[config.mk]
export PLATFORM = sky130hd
export DESIGN_NAME = regfile_bus_master
export DESIGN_NICKNAME = d
export VERILOG_FILES = /design/src/rtl/regfile_bus_master.sv
export SDC_FILE = /design/constraint.sdc
export NUM_CORES = 1
export LEC_CHECK = 0
export CORE_MARGIN = 4
export CORE_UTILIZATION = 40
export DETAILED_ROUTE_END_ITERATION = 10
export GPL_TIMING_DRIVEN = 0
export PLACE_DENSITY_LB_ADDON = 0.05
export SYNTH_ARGS = -nofsm -noshare
export SYNTH_HDL_FRONTEND = slang
export SYNTH_SLANG_ARGS = --single-unit
[constraint.sdc]
create_clock -name clk -period 1.58 [get_ports clk]
set_clock_uncertainty 0.1 [all_clocks]
set_input_delay 0.237 -clock clk [delete_from_list [all_inputs] [get_ports clk]]
set_output_delay 0.237 -clock clk [all_outputs]
set_load 0.02 [all_outputs]
[src/rtl/regfile_bus_master.sv]
// Initiator for the 4-bit phased register-file bus: accepts one command, serialises
// its read/write addresses and data as one-hot phases, and returns both read ports.
module regfile_bus_master (
    input  logic       clk,
    input  logic       rst_n,
    input  logic       cmd_valid,
    output logic       cmd_ready,
    input  logic [3:0] cmd_rs1,
    input  logic [3:0] cmd_rs2,
    input  logic [3:0] cmd_rd,
    input  logic [3:0] cmd_wdata,
    input  logic       cmd_wen,
    output logic [3:0] b,
    output logic [3:0] p,
    output logic       r,
    input  logic [3:0] w1,
    input  logic [3:0] w2,
    output logic       rsp_valid,
    output logic [3:0] rdata1,
    output logic [3:0] rdata2
);

    typedef enum logic [2:0] {
        ST_IDLE   = 3'd0,
        ST_RR1    = 3'd1,
        ST_RR2    = 3'd2,
        ST_CAP    = 3'd3,
        ST_WR     = 3'd4,
        ST_WD     = 3'd5,
        ST_COMMIT = 3'd6,
        ST_DONE   = 3'd7
    } state_t;

    state_t     state_q, state_d;
    logic [3:0] rs1_q, rs1_d;
    logic [3:0] rs2_q, rs2_d;
    logic [3:0] rd_q, rd_d;
    logic [3:0] wdata_q, wdata_d;
    logic       wen_q, wen_d;

    logic [3:0] b_q, b_d;
    logic [3:0] p_q, p_d;
    logic       r_q, r_d;
    logic       ready_q, ready_d;
    logic       rsp_q, rsp_d;
    logic [3:0] rdata1_q, rdata1_d;
    logic [3:0] rdata2_q, rdata2_d;

    // One-hot phase select driven on the bus while in a given state.
    function automatic logic [3:0] phase_sel(input state_t s);
        logic [3:0] sel;
        case (s)
            ST_RR1:  sel = 4'b0001;
            ST_RR2:  sel = 4'b0010;
            ST_WR:   sel = 4'b0100;
            ST_WD:   sel = 4'b1000;
            default: sel = 4'b0000;
        endcase
        return sel;
    endfunction

    // Sequencer next state; command fields are captured only on the accept edge.
    always_comb begin
        state_d = state_q;
        rs1_d   = rs1_q;
        rs2_d   = rs2_q;
        rd_d    = rd_q;
        wdata_d = wdata_q;
        wen_d   = wen_q;
        case (state_q)
            ST_IDLE: begin
                if (cmd_valid && ready_q) begin
                    state_d = ST_RR1;
                    rs1_d   = cmd_rs1;
                    rs2_d   = cmd_rs2;
                    rd_d    = cmd_rd;
                    wdata_d = cmd_wdata;
                    wen_d   = cmd_wen;
                end else begin
                    state_d = ST_IDLE;
                end
            end
            ST_RR1:    state_d = ST_RR2;
            ST_RR2:    state_d = ST_CAP;
            ST_CAP: begin
                if (wen_q) begin
                    state_d = ST_WR;
                end else begin
                    state_d = ST_DONE;
                end
            end
            ST_WR:     state_d = ST_WD;
            ST_WD:     state_d = ST_COMMIT;
            ST_COMMIT: state_d = ST_DONE;
            ST_DONE:   state_d = ST_IDLE;
            default:   state_d = ST_IDLE;
        endcase
    end

    // Bus outputs are decoded from the next state so they change with the state register.
    always_comb begin
        b_d     = 4'h0;
        p_d     = phase_sel(state_d);
        r_d     = 1'b0;
        rsp_d   = 1'b0;
        ready_d = 1'b0;
        case (state_d)
            ST_IDLE:   ready_d = 1'b1;
            ST_RR1:    b_d     = rs1_d;
            ST_RR2:    b_d     = rs2_d;
            ST_WR:     b_d     = rd_d;
            ST_WD:     b_d     = wdata_d;
            ST_COMMIT: r_d     = 1'b1;
            ST_DONE:   rsp_d   = 1'b1;
            default:   b_d     = 4'h0;
        endcase
    end

    // Read ports are sampled at the end of CAP, ahead of any write phase.
    always_comb begin
        rdata1_d = rdata1_q;
        rdata2_d = rdata2_q;
        if (state_q == ST_CAP) begin
            rdata1_d = w1;
            rdata2_d = w2;
        end else begin
            rdata1_d = rdata1_q;
            rdata2_d = rdata2_q;
        end
    end

    // State, latched command and registered outputs.
    always_ff @(posedge clk) begin
        if (!rst_n) begin
            state_q  <= ST_IDLE;
            rs1_q    <= 4'h0;
            rs2_q    <= 4'h0;
            rd_q     <= 4'h0;
            wdata_q  <= 4'h0;
            wen_q    <= 1'b0;
            b_q      <= 4'h0;
            p_q      <= 4'h0;
            r_q      <= 1'b0;
            ready_q  <= 1'b0;
            rsp_q    <= 1'b0;
            rdata1_q <= 4'h0;
            rdata2_q <= 4'h0;
        end else begin
            state_q  <= state_d;
            rs1_q    <= rs1_d;
            rs2_q    <= rs2_d;
            rd_q     <= rd_d;
            wdata_q  <= wdata_d;
            wen_q    <= wen_d;
            b_q      <= b_d;
            p_q      <= p_d;
            r_q      <= r_d;
            ready_q  <= ready_d;
            rsp_q    <= rsp_d;
            rdata1_q <= rdata1_d;
            rdata2_q <= rdata2_d;
        end
    end

    assign cmd_ready = ready_q;
    assign b         = b_q;
    assign p         = p_q;
    assign r         = r_q;
    assign rsp_valid = rsp_q;
    assign rdata1    = rdata1_q;
    assign rdata2    = rdata2_q;

endmodule

==> results_dict.tcl, run 1 <==
set metrics [dict create \
    status "completed" \
    drt_iter0_markers 102 \
    worstSkewPairLatency_ns 0.28 \
    h-tree-depth 2 \
    grt_max_degree 11 \
    avgSynthCellArea_um2 9.49 \
    cp_cell_sequence "clkdlybuf4s50_1" \
    grt_util_met3 0.0384 \
    first_global_vias 1349 \
    cts_sinks 35 \
    gpl.final_weighted_congestion 0.832 \
    ys_ff_latch 35 \
    critPathKind "reg2out" \
    netlist_instances 165 \
    hold_path_class "reg2reg" \
    drc 0 \
    synth_compound_area_frac 0.181 \
    die_width_um 70.6 \
    cts_root_buffer "clkbuf_8" \
    dieArea_um2 4980 \
    place_hpwl_um 2960 \
    num_antenna_cells 0 \
    arrival_ns 1.19 \
    synth-main-ff-cell "dfxtp_1" \
    leakage_nw 0.949 \
    grt_util_all_layers 0.161 \
    required_ns 1.24 \
    ys_types 35 \
    hold_violations 0 \
    power_w 0.00194 \
    wl_per_cell_um 14.5 \
    nNetsFinal 246 \
    fillers 357 \
    critPathBufInv 1 \
    syn2layout_area_growth_pct 38.7 \
    p_per_area_nw_per_um2 895 \
    ios 47 \
    grt_antenna_before_repair 0 \
    yosys.area_share.xor_xnor 0 \
    synth_top_family_by_area "simple AND/OR/NAND/NOR gates" \
    finalWirelength_um 3840 \
    synth_mux_area_frac 0.0511 \
    drive_above_1_share 0.175 \
    regToRegSetupSlack_ns 0.21 \
    rsz0062_at_grt "no" \
    slew_viol_final 0 \
    cts_resized 3 \
    cts_tree "done" \
    cap_violations 0 \
    dp_cells 259 \
    vias 1356 \
    fmax_mhz 653 \
    drt-pass1-iter-count 4 \
    grt_use_met1 0.209 \
    async_flop_share 0 \
    synth_edf_count 0 \
    slew-limit-headroom 0.661 \
    vias_per_cell 5.12 \
    worst_path_max_delay_cell "clkdlybuf4s50_1" \
    slowest_delay_ns 0.60 \
    cts_setup_buffers 0 \
    start_util 0.422 \
    busiest_layer "met2" \
    synthSimpleGateAreaFrac 0.246 \
    layoutNonFillerInstCount 265 \
    ctsHoldBuffers 0 \
    fp.dieH_um 70.6 \
    grt_pass1_wl_um 6430 \
    cts_buffers 5 \
    worst_pin_slew_ns 0.508 \
    ir_drop_uv 568 \
    ant_nets 0 \
    crit_path_end_kind "output pin" \
    grt_overflow 0 \
    whs_ns 0.385 \
    crit_fanout 1 \
    final_util 0.585 \
    synth_nets 193 \
    setup.worst_path.start_class "flop" \
    clk_pin_slew_ns 0.06 \
    row_count 22 \
    syn-cell-area_um2 1570 \
    fin_crit_sh 0.969 \
    use_met2 0.261 \
    crit_family "buffers and inverters" \
    synth_adder_area_share 0 \
    cts_buffer_depth 2 \
    layout_common_cells "clkdlybuf4s50_1 (36), dfxtp_1 (35), nor2_1 (13), nand3_1 (12), o21ai_0 (12)" \
    dp_slack_ns -0.106 \
    ys_warn_count 0 \
    final_common_cell "clkdlybuf4s50_1" \
    core_um2 3720 \
    numPortBuffers 46 \
    setup_violations 0 \
    synth-seq-area-share 0.447 \
    setup_ws_ns 0.0482 \
    min_period_ns 1.53 \
]
[report_power, final]
part           leakage [nW]  switching (W)  internal (W)
Combinational         0.628       0.000198      0.000201
Sequential            0.284      0.0000336      0.000930
Clock                0.0371       0.000287      0.000293
[cells in the mapped netlist (2+ instances only)]
master,number,area (µm²)
dfxtp_1,35,701
nor2_1,13,48.8
nand3_1,12,60.1
o21ai_0,12,60.1
a21oi_2,10,87.6
nand3_2,10,100
mux2i_1,8,80.1
a21oi_1,5,25.0
and3_1,5,31.3
clkbuf_1,5,18.8
o21ai_1,5,25.0
a31oi_1,4,25.0
buf_2,4,20.0
nand3b_1,4,30.0
nor2b_1,4,25.0
buf_4,3,22.5
nand2_1,3,11.3
buf_6,2,22.5
nand2b_1,2,12.5
nor3_1,2,10.0
nor4b_1,2,17.5
o21a_1,2,15.0
[metal layers]
metal / vias up / routed length, µm
li1: 685 / -
met4: 0 / 41
met2: 52 / 1830
met5: - / 0
met3: 5 / 304
met1: 614 / 1670
[state kept, by name (all words and copies together), names as in the netlist]
| signal | flops |
|---|---|
| r | 1 |
| rd_q | 4 |
| cmd_ready | 1 |
| wen_q | 1 |
| state_q | 3 |
| rs2_q | 4 |
| rdata1 | 4 |
| wdata_q | 4 |
| b | 4 |
| rsp_valid | 1 |
| p | 4 |
| rdata2 | 4 |
[kinds of logic after synthesis]
group           count (synthesis)
compound gates                 43
buf+inv                        18
flops                          35
mux                             8
simple gates                   61
[path summary, 6_finish.rpt]
check,end,cells past startpoint,startpoint
worst max-delay path,p[0],1,p[0]
worst max register to register,rs2_q[0],5,state_q[0]
worst min-delay path,wdata_q[3],2,wdata_q[3]
worst min register to register,wdata_q[3],2,wdata_q[3]
[final cells by class]
| cell class | count | area (µm²) | share of cell area |
|---|---|---|---|
| Timing Repair Buffer | 46 | 474 | 0.218 |
| Sequential cell | 35 | 701 | 0.322 |
| Inverter | 2 | 7.51 | 0.00345 |
| Multi-Input combinational cell | 112 | 749 | 0.345 |
| Clock buffer | 6 | 72.6 | 0.0334 |
| Buffer | 16 | 109 | 0.0501 |
| Tap cell | 48 | 60.1 | 0.0276 |
[through the flow]
step	TNS, ns	area [µm²]
floorplan	0	1570
global placement	-0.509	2090
detailed placement	-0.972	2090
CTS	0	2160
global route	0	2170
finish	0	2170
Note: power is estimated with default switching activity, not from simulation.
==> run 2: changes to the inputs <==
- ABC_AREA: unset -> 1
- SETUP_SLACK_MARGIN: unset -> 0.3
==> results_dict.tcl, run 2 <==
set metrics [dict create \
    status "completed" \
    core_um2 3440 \
    layout_common_cells "nor2_1 (36), dfxtp_1 (31), inv_1 (26), clkdlybuf4s50_1 (26), nand2_1 (15)" \
    worst_path_max_delay_cell "dfxtp_2" \
    crit_fanout 6 \
    tns_ns 0 \
    hold_path_class "reg2reg" \
    hold_start "wdata_q[0]" \
    grt_util_all_layers 0.166 \
    nNetsFinal 282 \
    avgSynthCellArea_um2 7.76 \
    cts_buffer_depth 2 \
    die_width_um 68.5 \
    start_util 0.426 \
    vias 1387 \
    crit_path_end_kind "flop" \
    h-tree-depth 2 \
    slowest_delay_ns 0.32 \
    dp_cells 281 \
    layoutNonFillerInstCount 301 \
    cts_root_buffer "clkbuf_8" \
    yosys.area.top_type_share 0.478 \
    whs_ns 0.399 \
    async_flop_share 0 \
    setup_violations 0 \
    drt_iter0_markers 73 \
    fmax_mhz 766 \
    final_common_cell "nor2_1" \
    cts_sinks 35 \
    rr_worst_depth 9 \
    grt_antenna_before_repair 0 \
    leakage_nw 1.06 \
    drive_above_1_share 0.282 \
    crit_family "simple AND/OR/NAND/NOR gates" \
    grt_pass1_wl_um 5790 \
    cp_cell_sequence "buf_6, nor2_8, nand2_4, buf_8, nand2_4, nand3_2, nand3_2, nand2_1, inv_1" \
    fin_crit_sh 0.827 \
    gpl.final_weighted_congestion 0.816 \
    ir_drop_uv 481 \
    synth-seq-area-share 0.478 \
    worstSkewPairLatency_ns 0.28 \
    synth_common_cells "nor2_1 (39), dfxtp_1 (35), inv_1 (28)" \
    dieArea_um2 4700 \
    synth_edf_count 0 \
    ios 47 \
    num_antenna_cells 0 \
    first_global_vias 1346 \
    r2r-start "state_q[2]" \
    grt_overflow 0 \
    critPathKind "reg2reg" \
    place_hpwl_um 2480 \
    cap_violations 0 \
    finalWirelength_um 3540 \
    regToRegSetupSlack_ns 0.27 \
    required_ns 1.71 \
    critPathBufInv 3 \
    cts_tree "done" \
    drc 0 \
    r2r_end "b[3]" \
    numPortBuffers 46 \
    synth_top_area_cell "dfxtp_1" \
    p_per_area_nw_per_um2 1050 \
    worst_pin_slew_ns 0.263 \
    row_count 21 \
    power_w 0.00233 \
    clk_pin_slew_ns 0.07 \
    fillers 316 \
    wl_per_cell_um 11.7 \
    min_period_ns 1.31 \
    ys_ff_latch 35 \
    ctsHoldBuffers 0 \
    ys_types 23 \
    ant_nets 0 \
    fp.dieH_um 68.5 \
    min_path_cells 2 \
    vias_per_cell 4.61 \
    rsz0062_at_grt "yes" \
    synth-main-ff-cell "dfxtp_1" \
    syn2layout_area_growth_pct 51.8 \
    syn-cell-area_um2 1470 \
    yosysMostFrequentCell "nor2_1" \
    setup.worst_path.start_class "flop" \
    slew-limit-headroom 0.825 \
    netlist_instances 189 \
    hold-path-endpoint "wdata_q[0]" \
    arrival_ns 1.43 \
    drt-pass1-iter-count 4 \
    synth_nets 217 \
    slew_viol_final 0 \
    cts_buffers 5 \
    grt_max_degree 11 \
    ys_warn_count 0 \
    synth_area_leaders "dfxtp_1 (48%), nor2_1 (10%), inv_1 (7.2%), nand3_1 (7.2%), nand2_1 (5.1%)" \
    hold_violations 0 \
]
run 2: cell types whose count changed after synthesis, sizes merged, moves of 3 or more:
cell,delta
clkbuf,-5
mux2i,-8
nor2b,-4
a211oi,+7
and3,-5
buf,-3
inv,+28
o21ai,-7
nand3b,-4
a21oi,-13
nor2,+31
a31oi,-4
nand2,+19
nand4,+5
run 2: layout make-up:
class / instances / area, µm² / share of cell area
flip-flops and latches: 35 / 706 / 0.317
clock inverters: 1 / 5.00 / 0.00225
clock buffers: 7 / 76.3 / 0.0343
plain buffers: 8 / 75.1 / 0.0337
well taps: 46 / 57.6 / 0.0259
repair inverters: 1 / 11.3 / 0.00506
repair buffers: 57 / 493 / 0.221
inverters: 31 / 125 / 0.0562
multi-input cells: 115 / 677 / 0.304
run 2: cells by family (layout without fill, tap and decap cells):
kind of cell / Yosys count / in the layout / share of synthesized area
AND/OR/NAND/NOR: 95 / 95 / 0.308
AO/OA/AOI/OAI: 20 / 20 / 0.0853
flip-flops: 35 / 35 / 0.478
buffers and inverters: 39 / 105 / 0.129
run 2: worst register-to-register path: cells and delay by family (launching register included):
| family | cells | cell delay [ns] |
|---|---|---|
| DFF | 1 | 0.32 |
| and+or+nand+nor | 6 | 0.50 |
| buffers and inverters | 3 | 0.33 |
run 2: where the power goes:
group | internal (W) | switching (W) | total [W]
registers | 0.000978 | 0.0000602 | 0.00104
clock network | 0.000309 | 0.000301 | 0.000609
logic | 0.000315 | 0.000367 | 0.000682
run 2: repair_timing:
| action | 4_1_cts | 5_1_grt |
|---|---|---|
| buffers inserted | 10 | 0 |
| setup endpoints to repair | 53 | 42 |
| gates resized for setup | 40 | 47 |
| gates cloned | 2 | 0 |
| pin swaps | 7 | 11 |
run 2: routing by layer:
| layer | track usage | wire (µm) | part of all wire | vias to the layer above |
|---|---|---|---|---|
| li1 | - | - | - | 729 |
| met1 | 0.216 | 1610 | 0.45 | 614 |
| met2 | 0.253 | 1650 | 0.47 | 36 |
| met3 | 0.0551 | 196 | 0.055 | 8 |
| met4 | 0.0670 | 76 | 0.021 | 0 |
| met5 | 0 | 0 | 0 | - |
run 2: through the flow:
step,instance area [µm²],utilization,setup slack (ns)
3_5_place_dp,1990,0.578,-0.112
3_3_place_gp,1990,0.578,-0.0818
2_1_floorplan,1470,-,0.347
4_1_cts,2160,0.628,0.278
5_1_grt,2230,0.647,0.190
6_report,2230,0.647,0.274
run 2: worst max-delay path by stage:
stage / end / slack [ns] / cells past startpoint / start
after CTS: rdata2[0] / 0.28 / 1 / rdata2[0]
after detailed placement: rs2_q[1] / -0.11 / 4 / rst_n
after global placement: b[0] / -0.08 / 10 / cmd_valid
after global routing: b[1] / 0.19 / 8 / state_q[2]
final: b[3] / 0.27 / 9 / state_q[2]
after floorplan: rs2_q[3] / 0.35 / 7 / cmd_ready
